--- config.mk ---
export PLATFORM = sky130hd
export DESIGN_NAME = tl_sensor_cond
export DESIGN_NICKNAME = d
export VERILOG_FILES = /design/src/rtl/tl_sensor_cond.sv
export SDC_FILE = /design/constraint.sdc
export NUM_CORES = 1
export LEC_CHECK = 0
export BUFFER_PORTS_ARGS = -buffer_cell sky130_fd_sc_hd__buf_2
export CORE_MARGIN = 2
export CORE_UTILIZATION = 63
export DETAILED_ROUTE_END_ITERATION = 8
export PLACE_DENSITY = 0.84
export SLEW_MARGIN = 15
export SYNTH_ARGS = -nofsm -noshare
export SYNTH_HDL_FRONTEND = slang
export SYNTH_SLANG_ARGS = --single-unit
--- constraint.sdc ---
create_clock -name clk -period 3.8 [get_ports clk]
set_input_delay 0.19 -clock clk [delete_from_list [all_inputs] [get_ports clk]]
set_output_delay 0.19 -clock clk [all_outputs]
set_load 0.05 [all_outputs]
--- src/rtl/tl_sensor_cond.sv ---
// Traffic-light sensor front end: per-road synchronizer, debounce qualifier,
// gap-hold extender and saturating arrival counter.

module tl_sensor_chan #(
    parameter int DEB_CYCLES  = 4,
    parameter int HOLD_CYCLES = 8,
    parameter int CNT_W       = 8
) (
    input  logic             clk,
    input  logic             reset_n,
    input  logic             tick,
    input  logic             raw,
    input  logic             cnt_clr,
    output logic             t,
    output logic [CNT_W-1:0] cnt
);
    typedef enum logic [1:0] {
        ST_ABSENT  = 2'd0,
        ST_QUAL    = 2'd1,
        ST_PRESENT = 2'd2,
        ST_HOLD    = 2'd3
    } state_e;

    localparam logic [7:0]       DEB_LAST  = 8'(DEB_CYCLES - 1);
    localparam logic [7:0]       HOLD_LAST = 8'(HOLD_CYCLES - 1);
    localparam logic [CNT_W-1:0] CNT_MAX   = '1;
    localparam logic [CNT_W-1:0] CNT_ONE   = {{(CNT_W-1){1'b0}}, 1'b1};

    state_e           state_q, state_d;
    logic [7:0]       rc_q, rc_d;
    logic             meta_q, meta_d;
    logic             sync_q, sync_d;
    logic             t_q, t_d;
    logic [CNT_W-1:0] cnt_q, cnt_d;
    logic             arrive;

    // The synchronizer free-runs; only the FSM is gated by tick.
    always_comb begin
        meta_d = raw;
        sync_d = meta_q;
    end

    always_comb begin
        state_d = state_q;
        rc_d    = rc_q;
        arrive  = 1'b0;
        if (tick) begin
            case (state_q)
                ST_ABSENT: begin
                    if (sync_q) begin
                        state_d = ST_QUAL;
                        rc_d    = 8'd1;
                    end
                end
                ST_QUAL: begin
                    if (!sync_q) begin
                        state_d = ST_ABSENT;
                        rc_d    = 8'd0;
                    end else if (rc_q == DEB_LAST) begin
                        state_d = ST_PRESENT;
                        rc_d    = 8'd0;
                        arrive  = 1'b1;
                    end else begin
                        rc_d = rc_q + 8'd1;
                    end
                end
                ST_PRESENT: begin
                    // A one-sample hold window means the first low sample ends presence.
                    if (!sync_q) begin
                        if (HOLD_CYCLES == 1) begin
                            state_d = ST_ABSENT;
                            rc_d    = 8'd0;
                        end else begin
                            state_d = ST_HOLD;
                            rc_d    = 8'd1;
                        end
                    end
                end
                ST_HOLD: begin
                    if (sync_q) begin
                        state_d = ST_PRESENT;
                        rc_d    = 8'd0;
                    end else if (rc_q == HOLD_LAST) begin
                        state_d = ST_ABSENT;
                        rc_d    = 8'd0;
                    end else begin
                        rc_d = rc_q + 8'd1;
                    end
                end
                default: begin
                    state_d = ST_ABSENT;
                    rc_d    = 8'd0;
                end
            endcase
        end
    end

    // Clear wins over a same-cycle arrival; the count never wraps.
    always_comb begin
        t_d   = (state_d == ST_PRESENT) || (state_d == ST_HOLD);
        cnt_d = cnt_q;
        if (cnt_clr) begin
            cnt_d = '0;
        end else if (arrive && (cnt_q != CNT_MAX)) begin
            cnt_d = cnt_q + CNT_ONE;
        end
    end

    always_ff @(posedge clk or negedge reset_n) begin
        if (!reset_n) begin
            meta_q  <= 1'b0;
            sync_q  <= 1'b0;
            state_q <= ST_ABSENT;
            rc_q    <= 8'd0;
            t_q     <= 1'b0;
            cnt_q   <= '0;
        end else begin
            meta_q  <= meta_d;
            sync_q  <= sync_d;
            state_q <= state_d;
            rc_q    <= rc_d;
            t_q     <= t_d;
            cnt_q   <= cnt_d;
        end
    end

    assign t   = t_q;
    assign cnt = cnt_q;
endmodule

module tl_sensor_cond #(
    parameter int DEB_CYCLES  = 4,
    parameter int HOLD_CYCLES = 8,
    parameter int CNT_W       = 8
) (
    input  logic             clk,
    input  logic             reset_n,
    input  logic             tick,
    input  logic             sa_raw,
    input  logic             sb_raw,
    input  logic             cnt_clr,
    output logic             Ta,
    output logic             Tb,
    output logic [CNT_W-1:0] cnt_a,
    output logic [CNT_W-1:0] cnt_b
);
    tl_sensor_chan #(
        .DEB_CYCLES (DEB_CYCLES),
        .HOLD_CYCLES(HOLD_CYCLES),
        .CNT_W      (CNT_W)
    ) u_chan_a (
        .clk    (clk),
        .reset_n(reset_n),
        .tick   (tick),
        .raw    (sa_raw),
        .cnt_clr(cnt_clr),
        .t      (Ta),
        .cnt    (cnt_a)
    );

    tl_sensor_chan #(
        .DEB_CYCLES (DEB_CYCLES),
        .HOLD_CYCLES(HOLD_CYCLES),
        .CNT_W      (CNT_W)
    ) u_chan_b (
        .clk    (clk),
        .reset_n(reset_n),
        .tick   (tick),
        .raw    (sb_raw),
        .cnt_clr(cnt_clr),
        .t      (Tb),
        .cnt    (cnt_b)
    );
endmodule

==> run_results.csv <==
group,metric,value,unit
sta,relSlewSlack,0.4055,
synthesis,synthDistinctLibCells,43,
final_layout,drive_above_1_share,0.1336,
worst_setup_path,slowest_delay,0.64,ns
synthesis,synth_compound_area_frac,0.1680,
clocking,cts_tree,"yes",
pwr,powerDensity,341.5,mW/mm²
run_status,outcome,"completed",
die,die_w,64.06,µm
final_layout,final_core_util,0.7361,
final_layout,multiInputGateArea,0.001171,mm²
detailed_routing,drc_errors,0,
die,die-height,64.06,µm
place,port_buffers,23,
synthesis,synthCells,237,
die,rows,21,
worst_setup_path,crit_start,"u_chan_b.rc_q[5]",
sta,fmax,0.4124,GHz
clocking,cts_resized,0,
synthesis,ys_seq_area_frac,0.4626,
worst_setup_path,cp_data_required_time,4.06,ns
pwr,total_power,0.8521,mW
detailed_routing,wl_per_cell,13.80,µm
synthesis,muxShareOfSynthArea,0.008811,
final_layout,syn2layout_area_growth,9.802,%
die,dieArea,0.004103,mm²
synthesis,synth-xor-area-share,0.04626,
run,cap_violations,0,
sta,tns,0,ns
worst_setup_path,r2r_end,"u_chan_b.rc_q[6]",
place,gp_congestion,0.8652,
sta,hold_violations,0,
global_routing,grt_usage,0.2314,
min_path,min_from,"cnt_clr",
worst_setup_path,rrSetupSlack,1.37,ns
global_routing,grt_start_max_net_pins,43,
synthesis,synth_fa_ha_area_frac,0.03304,
worst_setup_path,criticalPathCategory,"flip-flop to flip-flop",
clocking,cts_sinks,42,
worst_setup_path,worst-r2r-cell-count,5,
detailed_routing,drt_iter0_drc,172,
worst_setup_path,critPathCaptureType,"flip-flop",
synthesis,synth-edff-count,0,
sta,whs,0.1942,ns
clocking,postCtsSetupRepairBufs,0,
die,ios,24,
synthesis,synth_area_per_cell,9.587,µm²
sta,slew_viol_final,0,
die,initial_core_util,0.6704,
clocking,ctsLongestPathBuffers,2,
place,dp_hpwl,2948,µm
sta,min_period_over_period,0.6382,
clocking,htree_levels,2,
final_layout,antenna_cells,0,
synthesis,synth_fp_nets,249,
worst_setup_path,crit_buf_inv,0,
worst_setup_path,start_kind,"flip-flop",
worst_setup_path,path_cells,"or4_1, or4b_4, a31oi_4, nor2_2, a22o_1",
sta,worst_slew_pin_slew,0.8918,ns
sta,setup_violations,0,
synthesis,dominantRegCellSynth,"dfrtp_1",
worst_setup_path,rr_startpoint,"u_chan_b.rc_q[5]",
clocking,root_buffer,"clkbuf_4",
detailed_routing,firstDrtPassIters,4,
sta,fin_worst_skew,0.02023,ns
global_routing,grt_pass1_wl,7424,µm
min_path,hold_end,"u_chan_b.cnt[7]",
final_layout,fill_cells,252,
sta,rsz0062_at_grt,"no",
global_routing,first_global_vias,1662,
min_path,hp-class,"input port to flip-flop",
worst_setup_path,arrival,2.69,ns
final_layout,ff_latch_area,0.001051,mm²
global_routing,overflow,0,
pwr,p_leak,1.187,nW
clocking,numCtsBuffers,5,
synthesis,synth.cell_area,0.002272,mm²
min_path,worstHoldPathCells,2,
detailed_routing,vias_per_cell,5.873,
clocking,cts.reportedPaths.clkPinSlew,0.13,ns
worst_setup_path,crit_family,"simple AND/OR/NAND/NOR gates",
synthesis,yosys_warnings,0,
synthesis,yosys.area_share.simple,0.2594,
synthesis,synthArstFlopShare,1.000,
die,coreArea,0.003390,mm²
clocking,clk_latency,0.35,ns
sta,finalCriticalPeriod,2.425,ns
synthesis,synth_top_family_by_area,"simple AND/OR/NAND/NOR gates",
global_routing,antenna_found_initial,0,
detailed_routing,num_vias,1809,
clocking,cts-hold-fix-buffers,3,
synthesis,ys_seq_elements,42,
final_layout,finalNetCount,273,
worst_setup_path,cp_max_fo,9,
detailed_routing,wirelength,4251,µm
worst_setup_path,slowest_stage,"or4_1",
pwr,vdd_ir_drop_max,288.9,µV
detailed_routing,antenna_left,0,
[cells in the mapped netlist (2+ instances only)]
master	n	share of area
dfrtp_1	42	0.46
nor2_1	27	0.045
nand3_1	13	0.029
and3_1	12	0.033
nand2_1	12	0.020
o21ai_0	11	0.024
a21oi_1	10	0.022
a22o_1	10	0.039
nor2b_1	10	0.028
nand4_1	9	0.025
nor3_1	8	0.018
clkbuf_1	7	0.012
ha_1	6	0.033
xnor2_1	6	0.023
xor2_1	6	0.023
inv_1	4	0.0066
o31ai_1	4	0.013
a21o_1	3	0.0099
and4_1	3	0.012
nand2b_1	3	0.0083
nand3b_1	3	0.0099
a22oi_1	2	0.0066
mux2i_1	2	0.0088
o22a_1	2	0.0077
o2bb2ai_1	2	0.0077
o31a_1	2	0.0077
or4_1	2	0.0066
[layer usage]
| layer | GRT usage | wire length [µm] | vias up | part of all wire |
|---|---|---|---|---|
| met1 | 0.3166 | 2024 | 817 | 0.48 |
| li1 | - | - | 922 | - |
| met2 | 0.3503 | 1923 | 62 | 0.45 |
| met3 | 0.05986 | 239 | 8 | 0.056 |
| met5 | 0 | 0 | - | 0 |
| met4 | 0.09511 | 64 | 0 | 0.015 |
[power breakdown]
| part | switching (mW) | leakage, nW | internal, mW | total, mW |
|---|---|---|---|---|
| logic | 0.0881 | 0.590 | 0.0532 | 0.141 |
| clock network | 0.142 | 0.0322 | 0.0728 | 0.215 |
| registers | 0.0278 | 0.565 | 0.468 | 0.496 |
[state kept, by name (all words and copies together), names as in the netlist]
name and count:
u_chan_a.state_q 2, u_chan_a.rc_q 8, u_chan_b.t 1, u_chan_b.sync_q 1, u_chan_b.rc_q 8, u_chan_b.meta_q 1, u_chan_a.meta_q 1, u_chan_a.cnt 8
u_chan_b.cnt 8, u_chan_a.t 1, u_chan_a.sync_q 1, u_chan_b.state_q 2
[cell families (layout without fill, tap and decap cells)]
family / after synthesis / in the layout
and+or+nand+nor: 109 / 109
AOI/OAI and AO/OA: 53 / 53
DFF: 42 / 42
buffers and inverters: 13 / 38
xor gates and xnor gates: 12 / 12
adders and majority gates: 6 / 6
muxes: 2 / 2
[area by class of cell]
type,instances,share of cell area
Multi-Input combinational cell,182,0.4694
Sequential cell,42,0.4213
Timing Repair Buffer,26,0.05817
Tap cell,46,0.02307
Clock buffer,6,0.01655
Inverter,4,0.006018
Clock inverter,2,0.005517
[placed cells by master, fill, tap and decap left out, types with 8 or more instances in the layout]
| cell type | count |
|---|---|
| a21oi_1 | 10 |
| a22o_1 | 10 |
| and3_1 | 12 |
| buf_2 | 23 |
| dfrtp_1 | 42 |
| nand2_1 | 12 |
| nand3_1 | 13 |
| nand4_1 | 9 |
| nor2_1 | 27 |
| nor2b_1 | 10 |
| nor3_1 | 8 |
| o21ai_0 | 11 |
[worst max-delay path by stage]
stage / to / slack, ns / cells past startpoint
6_report: u_chan_b.rc_q[6] / 1.37 / 5
5_1_grt: u_chan_b.rc_q[6] / 1.29 / 5
4_1_cts: u_chan_b.rc_q[3] / 1.39 / 5
3_5_place_dp: u_chan_b.rc_q[6] / 1.41 / 5
3_3_place_gp: u_chan_b.rc_q[6] / 1.45 / 5
2_1_floorplan: u_chan_b.rc_q[7] / 1.53 / 6
[metrics by stage]
stage	instance area, µm²	worst slack [ns]	cells
after floorplan	2272	1.532	237
after global placement	2410	1.449	297
after detailed placement	2410	1.409	297
after CTS	2495	1.391	308
after global routing	2495	1.295	308
final	2495	1.375	308
Note: power is estimated with default switching activity, not from simulation.
